**src/rtl/mem_access_stage.sv**
```systemverilog
// MEM pipeline stage with MEM/WB register: data-memory req/ready handshake, store lane
// steering, load formatting and write-back select. Optional misalignment trap: MISALIGN_TRAP_EN.
module mem_access_stage #(
  parameter int unsigned TIMEOUT_CYCLES = 255
) (
  input  logic        clk,
  input  logic        reset,
  input  logic [31:0] alu_result_in,
  input  logic [31:0] reg_data2_in,
  input  logic [4:0]  rd_in,
  input  logic [2:0]  func3_in,
  input  logic [1:0]  wb_sel_in,
  input  logic [31:0] pc_in,
  input  logic        mem_read_in,
  input  logic        mem_write_in,
  input  logic        reg_write_in,
  output logic        dmem_req,
  output logic        dmem_we,
  output logic [31:0] dmem_addr,
  output logic [3:0]  dmem_be,
  output logic [31:0] dmem_wdata,
  input  logic [31:0] dmem_rdata,
  input  logic        dmem_ready,
  output logic        stall_out,
  output logic [31:0] wb_data_out,
  output logic [4:0]  rd_out,
  output logic        reg_write_out,
`ifdef MISALIGN_TRAP_EN
  output logic        misalign_out,
`endif
  output logic        bus_err_out
);

  typedef enum logic {S_IDLE, S_WAIT} state_t;

  localparam logic [15:0] TMO = 16'(TIMEOUT_CYCLES);

  state_t      state;
  logic [15:0] count;
  logic [1:0]  off;
  logic        mem_op;
  logic        misalign;
  logic        bus_op;
  logic        complete;
  logic        abort;
  logic [3:0]  store_be;
  logic [31:0] store_wdata;
  logic [31:0] load_data;
  logic [31:0] wb_data;

  assign off    = alu_result_in[1:0];
  assign mem_op = mem_read_in | mem_write_in;

`ifdef MISALIGN_TRAP_EN
  always_comb begin
    misalign = 1'b0;
    if (mem_op) begin
      case (func3_in[1:0])
        2'b01:   misalign = off[0];
        2'b10:   misalign = (off != 2'b00);
        default: misalign = 1'b0;
      endcase
    end
  end
`else
  assign misalign = 1'b0;
`endif

  assign bus_op = mem_op & ~misalign;

  // Request is qualified by reset so it falls immediately, even while upstream still holds mem_op.
  assign dmem_req  = ~reset & ((state == S_WAIT) | ((state == S_IDLE) & bus_op));
  assign dmem_we   = dmem_req & mem_write_in;
  assign dmem_addr = {alu_result_in[31:2], 2'b00};
  assign complete  = dmem_req & dmem_ready;
  assign abort     = (state == S_WAIT) & ~dmem_ready & (count == TMO);
  assign stall_out = dmem_req & ~dmem_ready & ~abort;

  always_comb begin
    store_be    = 4'hF;
    store_wdata = reg_data2_in;
    case (func3_in[1:0])
      2'b00: begin
        store_be    = 4'b0001 << off;
        store_wdata = {4{reg_data2_in[7:0]}};
      end
      2'b01: begin
        store_be    = 4'b0011 << {off[1], 1'b0};
        store_wdata = {2{reg_data2_in[15:0]}};
      end
      default: ;
    endcase
  end

  assign dmem_be    = !mem_op ? 4'h0 : (mem_write_in ? store_be : 4'hF);
  assign dmem_wdata = store_wdata;

  always_comb begin
    logic [7:0]  lane_b;
    logic [15:0] lane_h;
    lane_b    = 8'(dmem_rdata >> {off, 3'b000});
    lane_h    = off[1] ? dmem_rdata[31:16] : dmem_rdata[15:0];
    load_data = dmem_rdata;
    case (func3_in)
      3'b000:  load_data = {{24{lane_b[7]}}, lane_b};
      3'b001:  load_data = {{16{lane_h[15]}}, lane_h};
      3'b100:  load_data = {24'h0, lane_b};
      3'b101:  load_data = {16'h0, lane_h};
      default: load_data = dmem_rdata;
    endcase
  end

  always_comb begin
    wb_data = alu_result_in;
    case (wb_sel_in)
      2'b10:   wb_data = pc_in + 32'd4;
      2'b01:   wb_data = load_data;
      default: wb_data = alu_result_in;
    endcase
  end

  always_ff @(posedge clk or posedge reset) begin
    if (reset) begin
      state         <= S_IDLE;
      count         <= '0;
      wb_data_out   <= '0;
      rd_out        <= '0;
      reg_write_out <= 1'b0;
      bus_err_out   <= 1'b0;
`ifdef MISALIGN_TRAP_EN
      misalign_out  <= 1'b0;
`endif
    end else begin
      bus_err_out <= abort;
`ifdef MISALIGN_TRAP_EN
      misalign_out <= misalign;
`endif
      case (state)
        S_IDLE: begin
          if (bus_op && !dmem_ready) begin
            state <= S_WAIT;
            count <= 16'd1;
          end
        end
        S_WAIT: begin
          if (dmem_ready || abort) begin
            state <= S_IDLE;
            count <= '0;
          end else begin
            count <= count + 16'd1;
          end
        end
        default: begin
          state <= S_IDLE;
          count <= '0;
        end
      endcase
      // Stalled and aborted slots become bubbles; data/rd hold their previous values.
      if (!bus_op || complete) begin
        wb_data_out   <= wb_data;
        rd_out        <= rd_in;
        reg_write_out <= reg_write_in & ~misalign;
      end else begin
        reg_write_out <= 1'b0;
      end
    end
  end

endmodule

```
**config.mk**
```make
export PLATFORM = sky130hd
export DESIGN_NAME = mem_access_stage
export DESIGN_NICKNAME = d
export VERILOG_FILES = /design/src/rtl/mem_access_stage.sv
export SDC_FILE = /design/constraint.sdc
export NUM_CORES = 1
export LEC_CHECK = 0
export BUFFER_PORTS_ARGS = -buffer_cell sky130_fd_sc_hd__buf_2
export CAP_MARGIN = 20
export CORE_ASPECT_RATIO = 1.4
export CORE_MARGIN = 4
export CORE_UTILIZATION = 25
export DETAILED_ROUTE_END_ITERATION = 8
export MAX_ROUTING_LAYER = met4
export PLACE_DENSITY = 0.59
export SLEW_MARGIN = 5
export SYNTH_ARGS = -nofsm -noshare
export SYNTH_HDL_FRONTEND = slang
export SYNTH_SLANG_ARGS = --single-unit
export TNS_END_PERCENT = 50
```
**constraint.sdc**
```tcl
create_clock -name clk -period 1.7 [get_ports clk]
set_input_delay 0.17 -clock clk [delete_from_list [all_inputs] [get_ports clk]]
set_output_delay 0.17 -clock clk [all_outputs]
set_load 0.05 [all_outputs]
```
==> results of run 1 <==
## metal layers
| layer | vias to the layer above | global-route usage (%) |
|---|---|---|
| met5 | - | - |
| met4 | 0 | 5.66 |
| met3 | 32 | 3.00 |
| met2 | 213 | 32.7 |
| met1 | 2818 | 22.8 |
| li1 | 2835 | - |
## worst register-to-register path, stage by stage, from the launching register on
cell and delay (ns):
dfrtp_1 0.38, and3_4 0.19, buf_4 0.13, and3_4 0.17, and3_4 0.18, buf_4 0.15
a31oi_1 0.16, o21ai_0 0.10, o21ai_1 0.08
## synth_stat cells, types with 4 or more instances
cell type,n
nand2_1,73
o21ai_0,72
dfrtp_1,56
a21oi_1,50
buf_4,40
clkbuf_1,33
nor2_1,30
nand3_1,23
or3_1,18
nand4_1,17
mux2_2,16
inv_1,14
mux2i_1,14
xnor2_1,14
a221oi_1,13
nor3_1,13
a31oi_1,10
nor2b_1,10
xor2_1,10
a22o_1,9
and3_1,8
a21o_1,6
and2_1,6
o21ai_1,5
buf_1,4
ha_1,4
o221ai_1,4
## cells by family after synthesis
group           Yosys count
buf+inv                  94
flops                    56
other cells               1
fa+ha+maj                 4
simple gates            213
compound gates          199
mux                      31
xor+xnor                 24
## power by group through the flow
stage | Combinational [W] | Sequential, W | Clock [W]
after global routing | 0.00288 | 0.00163 | 0.00132
after global placement | 0.00265 | 0.00163 | 0
after floorplan | 0.00118 | 0.00216 | 0
final | 0.00271 | 0.00161 | 0.00124
after detailed placement | 0.00267 | 0.00163 | 0
after CTS | 0.00268 | 0.00161 | 0.00127
## stage by stage
stage	power [W]	hold WS [ns]
3_3_place_gp	0.00428	0.368
2_1_floorplan	0.00334	0.259
3_5_place_dp	0.00430	0.371
4_1_cts	0.00555	0.0443
5_1_grt	0.00582	0.0666
6_report	0.00555	0.0575
## registers in the layout (all words and copies together) (netlist names)
name / cells
bus_err_out: 1
count: 16
rd_out: 5
reg_write_out: 1
state: 1
wb_data_out: 32
## worst paths after layout
path,to,slack [ns],start,depth (start not counted)
max,stall_out,-0.23,count[0],6
min,rd_out[2],0.06,rd_in[2],3
max reg2reg,count[13],0.08,count[3],8
min reg2reg,count[7],0.46,count[7],1
max in group asynchronous,rd_out[2],1.05,reset,3
min in group asynchronous,count[1],0.14,reset,3
## cell type report
cell class / instances / share of cell area (%)
Multi-Input combinational cell: 473 / 42.7
Inverter: 14 / 0.768
Antenna cell: 5 / 0.171
Timing Repair Buffer: 371 / 30.9
Clock buffer: 6 / 1.76
Clock inverter: 2 / 0.478
Tap cell: 244 / 4.16
Sequential cell: 56 / 19.1
## what timing repair did
action | CTS | global route
gates resized for setup | 7 | 24
buffers inserted | 0 | 4
endpoints found under the setup margin | 10 | 17
pin swaps | 3 | 2
==> results.toml, run 1 <==
[run_status]
outcome = "finished, violations left"
violations = "negative setup slack"

[sta]
final.setup.worst_slack_ns = -0.234
fin_crit_sh_pct = 114
tightest_slew_ns = 0.759
period_needed_ns = 1.93
slew_headroom_pct = 49.4
skew_ns = 0.0107
setup_violations = 1
slew_viol_final = 0
fmax_mhz = 517
tns_ns = -0.234
finalHoldViolations = 0
rsz0062_at_grt = "yes"

[setup_path]
critPathCaptureType = "output port"
cp_top_family = "flip-flops"
crit_path_max_incr_delay_ns = 0.40
crit_buf_inv = 2
critPathRequiredTime_ns = 1.53
cp_cell_sequence = "ha_2 > nand4_1 > nor2_4 > buf_12 > a2111oi_4 > buf_6"
critical_path_arrival_ns = 1.76
cpMaxStageDelayCell = "dfrtp_1"
startpoint_type = "flop"
crit_type = "reg -> out"
crit_fanout = 2

[cells_and_area]
finalInstanceArea_um2 = 7340
area_growth_pct = 52.8
instances_no_fill = 1171
fill_cells = 2042
drive_gt1_share_pct = 46.7
final_cell_mix = "buf_2 (248), buf_4 (113), nand2_1 (72)"
nets = 1069
fin_util_pct = 39.1
multi_input_area_um2 = 3130
ff_latch_area_um2 = 1400
layout_commonest_cell = "buf_2"

[yosys]
syn-instance-count = 622
synth-seq-cells = 56
synth_warnings = 0
synth_compound_area_share_pct = 25.4
synth.cell_area_um2 = 4800
yosysTopAreaCellShare_pct = 29.2
avgSynthCellArea_um2 = 7.72
synth_edf_count = 0
ys_seq_area_share_pct = 29.2
synth.area.top_cells = "dfrtp_1 (29%), o21ai_0 (7.5%), buf_4 (6.3%), nand2_1 (5.7%), a21oi_1 (5.2%)"
synthMuxAreaShare_pct = 7.14
synth_top_family_by_area = "compound AO/OA/AOI/OAI gates"
synth_flop_cell = "dfrtp_1"
synth_adder_area_share_pct = 1.04
synth-xor-area-share_pct = 4.38
synth_area_leader_cell = "dfrtp_1"
synthSimpleGateAreaFrac_pct = 22.3
synth_cell_types = 59
async_reset_ff_share_pct = 100

[route]
drc = 0
wirelength_um = 20800
drt-vias-per-instance = 5.04
vias = 5898
antenna_left = 0
met3WireLength_um = 1110
wl_per_cell_um = 17.7
drtPass1Iterations = 5
dr_wl_met2_um = 10700
drt_iter0_drc = 403
wl_met1_um = 8450
dr.max_layer_used = "met4"

[clock_network]
cts_hold_buf = 0
htree_levels = 2
cts_sinks = 56
root_buffer = "clkbuf_16"
clk_latency_ns = 0.31
cts_tree = "yes"
clkTransAtPathRegs_ns = 0.08
clk_path_buf_depth = 2
numCtsBuffers = 5

[floorplan]
die-area_um2 = 21500
die_w_um = 125
die_h_um = 172
rows = 59
num_io_pins = 254
start_util_pct = 25.6
core_area_um2 = 18800

[grt]
grt_pass1_wl_um = 31100
gr-total-overflow = 0
grt_max_degree = 57
grt_pass1_vias = 5722
grt_antenna_before_repair = 4
grt_use_total_pct = 18.9

[hold_path]
worst_hold_path_type = "in -> reg"

[pwr]
switchingPower_w = 0.00249
p_per_area_nw_per_um2 = 757
p_seq_share_pct = 29.0
switching_share_pct = 44.9
leakage_nw = 3.51
p_int_w = 0.00306
clkPwrFrac_pct = 22.3
power_frac_comb_pct = 48.8
ir_drop_mv = 0.484

[placed_design]
dp_hpwl_um = 17300
pre_cts_ws_ns = -0.259
io_buffers = 251
gp_congestion = 0.934
dp_cells = 1154
dpl_cell_area_um2 = 7000

[flow_run]
cap_violations = 0
Note: power is estimated with default switching activity, not from simulation.
==> run 2, diff against run 1 <==
--- a/config.mk
+++ b/config.mk
@@ -9,10 +9,10 @@
 export CAP_MARGIN = 20
 export CORE_ASPECT_RATIO = 1.4
 export CORE_MARGIN = 4
-export CORE_UTILIZATION = 25
+export CORE_UTILIZATION = 42
 export DETAILED_ROUTE_END_ITERATION = 8
 export MAX_ROUTING_LAYER = met4
-export PLACE_DENSITY = 0.59
+export PLACE_DENSITY = 0.86
 export SLEW_MARGIN = 5
 export SYNTH_ARGS = -nofsm -noshare
 export SYNTH_HDL_FRONTEND = slang
==> run 2 against run 1 <==
Compared with the run above: the run still ends with negative setup slack left; cell count is 10% lower; clock power down 13%; combinational power decreased by 2%; maximum frequency grew 6.1%; worst hold slack improved by 0.012 ns; sequential power barely moved; clock-buffer cell count is 1 higher; largest cell class unchanged.
==> results.toml, run 2 (synthesized netlist as in run 1, its figures left out) <==
[pwr]
leakage_nw = 3.39
ir_drop_mv = 0.486
power_w = 0.00535
p_per_area_nw_per_um2 = 763

[flow_run]
cap_violations = 0

[clock_network]
clkTransAtPathRegs_ns = 0.07
cts_tree = "yes"
clk_path_buf_depth = 2
clk_latency_ns = 0.29
cts_hold_buf = 0
numCtsBuffers = 5
cts_sinks = 56
htree_levels = 2
root_buffer = "clkbuf_16"

[route]
drc = 0
drt_iter0_drc = 422
antenna_left = 0
wl_per_cell_um = 18.7
drtPass1Iterations = 5
vias = 5895
drt-vias-per-instance = 5.59
wirelength_um = 19800

[setup_path]
critical_path_arrival_ns = 1.65
cpMaxStageDelayCell = "dfrtp_1"
cp_cell_sequence = "ha_4 > nand4_1 > nor2_4 > a2111oi_4 > buf_6"
reg2reg_depth = 7
crit_buf_inv = 1
crit_type = "reg -> out"
critPathRequiredTime_ns = 1.53
critPathCaptureType = "output port"
crit_fanout = 5
r2r_slack_ns = 0.08
crit_path_max_incr_delay_ns = 0.41
rr_startpoint = "count[0]"
startpoint_type = "flop"
r2r-end = "count[11]"
cp_top_family = "flip-flops"

[grt]
grt_max_degree = 57
grt_pass1_wl_um = 29800
grt_antenna_before_repair = 3
grt_use_total_pct = 29.0
grt_pass1_vias = 5618
gr-total-overflow = 0

[cells_and_area]
nets = 1057
final_cell_mix = "buf_2 (248), buf_4 (106), nand2_1 (73)"
ff_latch_area_um2 = 1400
area_growth_pct = 45.9
layout_commonest_cell = "buf_2"
regMostFlops = "wb_data_out"
fin_util_pct = 63.5
multi_input_area_um2 = 3090
reg_top3 = "wb_data_out: 32 flops, count: 16 flops, rd_out: 5 flops"
finalInstanceArea_um2 = 7010
instances_no_fill = 1054
drive_gt1_share_pct = 45.5
fill_cells = 1039
largest_reg_flops = 32

[floorplan]
start_util_pct = 43.5
die_w_um = 98.4
num_io_pins = 254
rows = 45
die_h_um = 135
die-area_um2 = 13200
core_area_um2 = 11000

[sta]
setup_violations = 1
rsz0062_at_grt = "yes"
slew_headroom_pct = 49.8
fmax_mhz = 549
period_needed_ns = 1.82
final.setup.worst_slack_ns = -0.122
tightest_slew_ns = 0.753
skew_ns = 0.00488
fin_crit_sh_pct = 107
slew_viol_final = 0
finalHoldViolations = 0

[placed_design]
gp_congestion = 1.02
dp_hpwl_um = 16100
io_buffers = 251
dp_cells = 1040
dpl_cell_area_um2 = 6750

[run_status]
outcome = "finished, violations left"
violations = "negative setup slack"

[hold_path]
min_from = "rd_in[2]"
min_delay_worst_endpoint = "rd_out[2]"
worst_hold_path_type = "in -> reg"
hold_depth = 3
[run 2: cell count changes in the layout (fill, tap and decap cells not counted), sizes merged]
| cell | previous run | this run |
|---|---|---|
| bufinv | 1 | 0 |
| clkinv | 1 | 0 |
| buf | 371 | 359 |
| diode | 5 | 3 |
| clkbuf | 6 | 7 |
| clkinvlp | 1 | 2 |
[run 2: final cells by class]
cell class	instances	area share, %
clock inverter	1	0.107
sequential	56	20.0
clock buffer	7	2.04
inverter	14	0.803
multi-input combinational	473	44.1
antenna	3	0.107
timing repair buffer	359	30.4
tap	141	2.52
[run 2: metrics by stage]
step	hold slack [ns]	TNS, ns	setup slack [ns]
floorplan	0.259	-11.40	-0.339
global placement	0.367	-1.90	-0.217
detailed placement	0.371	-3.06	-0.249
CTS	0.0632	-0.348	-0.108
global route	0.0800	-0.339	-0.194
finish	0.0693	-0.122	-0.122
[run 2: how the worst max path moves through the flow]
stage,end,start,cells after the start
6_report,stall_out,count[0],5
5_1_grt,stall_out,count[1],5
4_1_cts,stall_out,count[13],5
3_5_place_dp,wb_data_out[24],pc_in[11],8
3_3_place_gp,wb_data_out[30],pc_in[11],8
2_1_floorplan,wb_data_out[17],reset,7
[run 2: routing by layer]
layer / track usage [%] / routed length [um] / vias up
met5: - / 0 / -
met2: 48.6 / 9990 / 333
met3: 4.75 / 1720 / 49
met4: 12.5 / 820 / 0
li1: - / - / 2808
met1: 34.3 / 7220 / 2705
[run 2: power breakdown]
group	switching, W	internal (W)
Clock	0.000489	0.000589
Sequential	0.000110	0.00151
Combinational	0.00183	0.000828
Total	0.00243	0.00292
[run 2: timing repair]
action | CTS | global route
setup buffers | 0 | 3
pin swaps | 1 | 2
gates resized for setup | 5 | 22
endpoints found under the setup margin | 10 | 16
[run 2: tightest hold or removal path: stages]
cell and delay, ns:
buf_2 0.07, nand2_1 0.04, nand2_1 0.05
==> run 3, diff against run 2 <==
--- a/config.mk
+++ b/config.mk
@@ -7,12 +7,12 @@
 export LEC_CHECK = 0
 export BUFFER_PORTS_ARGS = -buffer_cell sky130_fd_sc_hd__buf_2
 export CAP_MARGIN = 20
+export CELL_PAD_IN_SITES_DETAIL_PLACEMENT = 1
+export CELL_PAD_IN_SITES_GLOBAL_PLACEMENT = 2
 export CORE_ASPECT_RATIO = 1.4
-export CORE_MARGIN = 4
-export CORE_UTILIZATION = 42
+export CORE_UTILIZATION = 22
 export DETAILED_ROUTE_END_ITERATION = 8
-export MAX_ROUTING_LAYER = met4
-export PLACE_DENSITY = 0.86
+export PLACE_DENSITY = 0.87
 export SLEW_MARGIN = 5
 export SYNTH_ARGS = -nofsm -noshare
 export SYNTH_HDL_FRONTEND = slang
==> run 3 against run 2 <==
Compared with the run above: the flow still finishes with violations (negative setup slack); first-iteration DRC count down 8.3%; register-to-register slack worse by 0.23 ns; clock skew up 0.0016 ns; die area up 70%; maximum frequency down 4.7%; flip-flop and latch count unchanged; routed wire length up 20%; setup slack worse by 0.089 ns; cell count up 14%; cell area up 5.7%.
==> results.toml, run 3 (synthesized netlist as in run 1, its figures left out) <==
[sta]
fin_crit_sh_pct = 112
skew_ns = 0.00645
slew_viol_final = 0
rsz0062_at_grt = "yes"
period_needed_ns = 1.91
slew_headroom_pct = 45.2
fmax_mhz = 523
final.setup.worst_slack_ns = -0.211
setup_violations = 10
finalHoldViolations = 0
tightest_slew_ns = 0.820

[cells_and_area]
largest_reg_flops = 32
fin_util_pct = 34.8
regMostFlops = "wb_data_out"
area_growth_pct = 54.2
nets = 1085
instances_no_fill = 1199
final_cell_mix = "buf_2 (246), buf_4 (132), nand2_1 (73)"
drive_gt1_share_pct = 47.2
reg_top3 = "wb_data_out: 32 flops, count: 16 flops, rd_out: 5 flops"
layout_commonest_cell = "buf_2"
fill_cells = 2674

[setup_path]
critical_path_arrival_ns = 1.74
crit_fanout = 2
critPathRequiredTime_ns = 1.53
r2r_slack_ns = -0.15
crit_type = "reg -> out"
critPathCaptureType = "output port"
startpoint_type = "flop"

[grt]
grt_pass1_wl_um = 35600
grt_use_total_pct = 20.8
grt_max_degree = 57
gr-total-overflow = 0
grt_antenna_before_repair = 1
grt_pass1_vias = 6164

[floorplan]
die_h_um = 177
die-area_um2 = 22400
num_io_pins = 254
rows = 63
die_w_um = 127
core_area_um2 = 21300
start_util_pct = 22.6

[clock_network]
root_buffer = "clkbuf_16"
clk_latency_ns = 0.30
cts_tree = "yes"
htree_levels = 2
clkTransAtPathRegs_ns = 0.08
cts_hold_buf = 0
numCtsBuffers = 5
cts_sinks = 56
clk_path_buf_depth = 2

[pwr]
p_per_area_nw_per_um2 = 752
power_w = 0.00557
ir_drop_mv = 0.392
leakage_nw = 3.58

[placed_design]
io_buffers = 251
pre_cts_ws_ns = -0.317
gp_congestion = 0.933
dp_hpwl_um = 19600
dp_cells = 1186

[hold_path]
worst_hold_path_type = "in -> reg"

[route]
antenna_left = 0
drt-vias-per-instance = 5.06
vias = 6062
drc = 0
wirelength_um = 23600
drt_iter0_drc = 387
wl_per_cell_um = 19.7
drtPass1Iterations = 5

[run_status]
violations = "negative setup slack"
outcome = "finished, violations left"

[flow_run]
cap_violations = 0
## run 3: cell type report
type                    instances  area, um2  share of cell area, %
multi-input cells             473       3070                   41.5
well taps                     260        325                   4.39
repair buffers                387       2390                   32.3
flip-flops and latches         56       1400                   18.9
clock inverters                 2       17.5                  0.237
inverters                      14       56.3                  0.760
diodes                          1       2.50                 0.0338
clock buffers                   6        139                   1.88
## run 3: timing repair
| item | 4_1_cts | 5_1_grt |
|---|---|---|
| resized for setup | 4 | 12 |
| setup endpoints to repair | 10 | 22 |
| buffers inserted | 1 | 3 |
| gates cloned | 0 | 0 |
| pin swaps | 4 | 1 |
## run 3: layer usage
metal | wire (um) | track usage [%]
met5 | 0 | 0
met3 | 891 | 1.66
met2 | 12200 | 37.7
met4 | 612 | 6.20
met1 | 9870 | 26.2
## run 3: metrics by stage
step           TNS [ns]  cell area (um2)  hold WS, ns
6_report         -0.984             7410       0.0652
5_1_grt           -2.65             7410       0.0762
4_1_cts          -0.767             7320       0.0616
3_5_place_dp      -3.75             7150        0.376
3_3_place_gp      -3.21             7150        0.368
2_1_floorplan    -11.40             4940        0.259
## run 3: path summary, 6_finish.rpt
check                                from         to  cells after the start
worst max-delay path             count[1]  stall_out                      6
worst min-delay path             rd_in[0]  rd_out[0]                      3
worst max register to register   count[1]  count[15]                      6
worst min register to register  rd_out[2]  rd_out[2]                      2
max in group asynchronous           reset  rd_out[4]                      3
min in group asynchronous           reset   count[4]                      3
## run 3: report_power, final
| group | internal (W) | switching, W | total, W | leakage, nW |
|---|---|---|---|---|
| sequential | 0.00151 | 0.000114 | 0.00162 | 0.700 |
| clock | 0.000601 | 0.000557 | 0.00116 | 0.0779 |
| combinational | 0.000883 | 0.00191 | 0.00279 | 2.80 |
| total | 0.00299 | 0.00258 | 0.00557 | 3.58 |
## run 3: worst max-delay path, stage by stage (launching register included)
cell and delay, ns:
dfrtp_1 0.39, ha_2 0.20, nand4_1 0.13, nor2_2 0.06, buf_4 0.14, a2111oi_4 0.31
buf_6 0.21
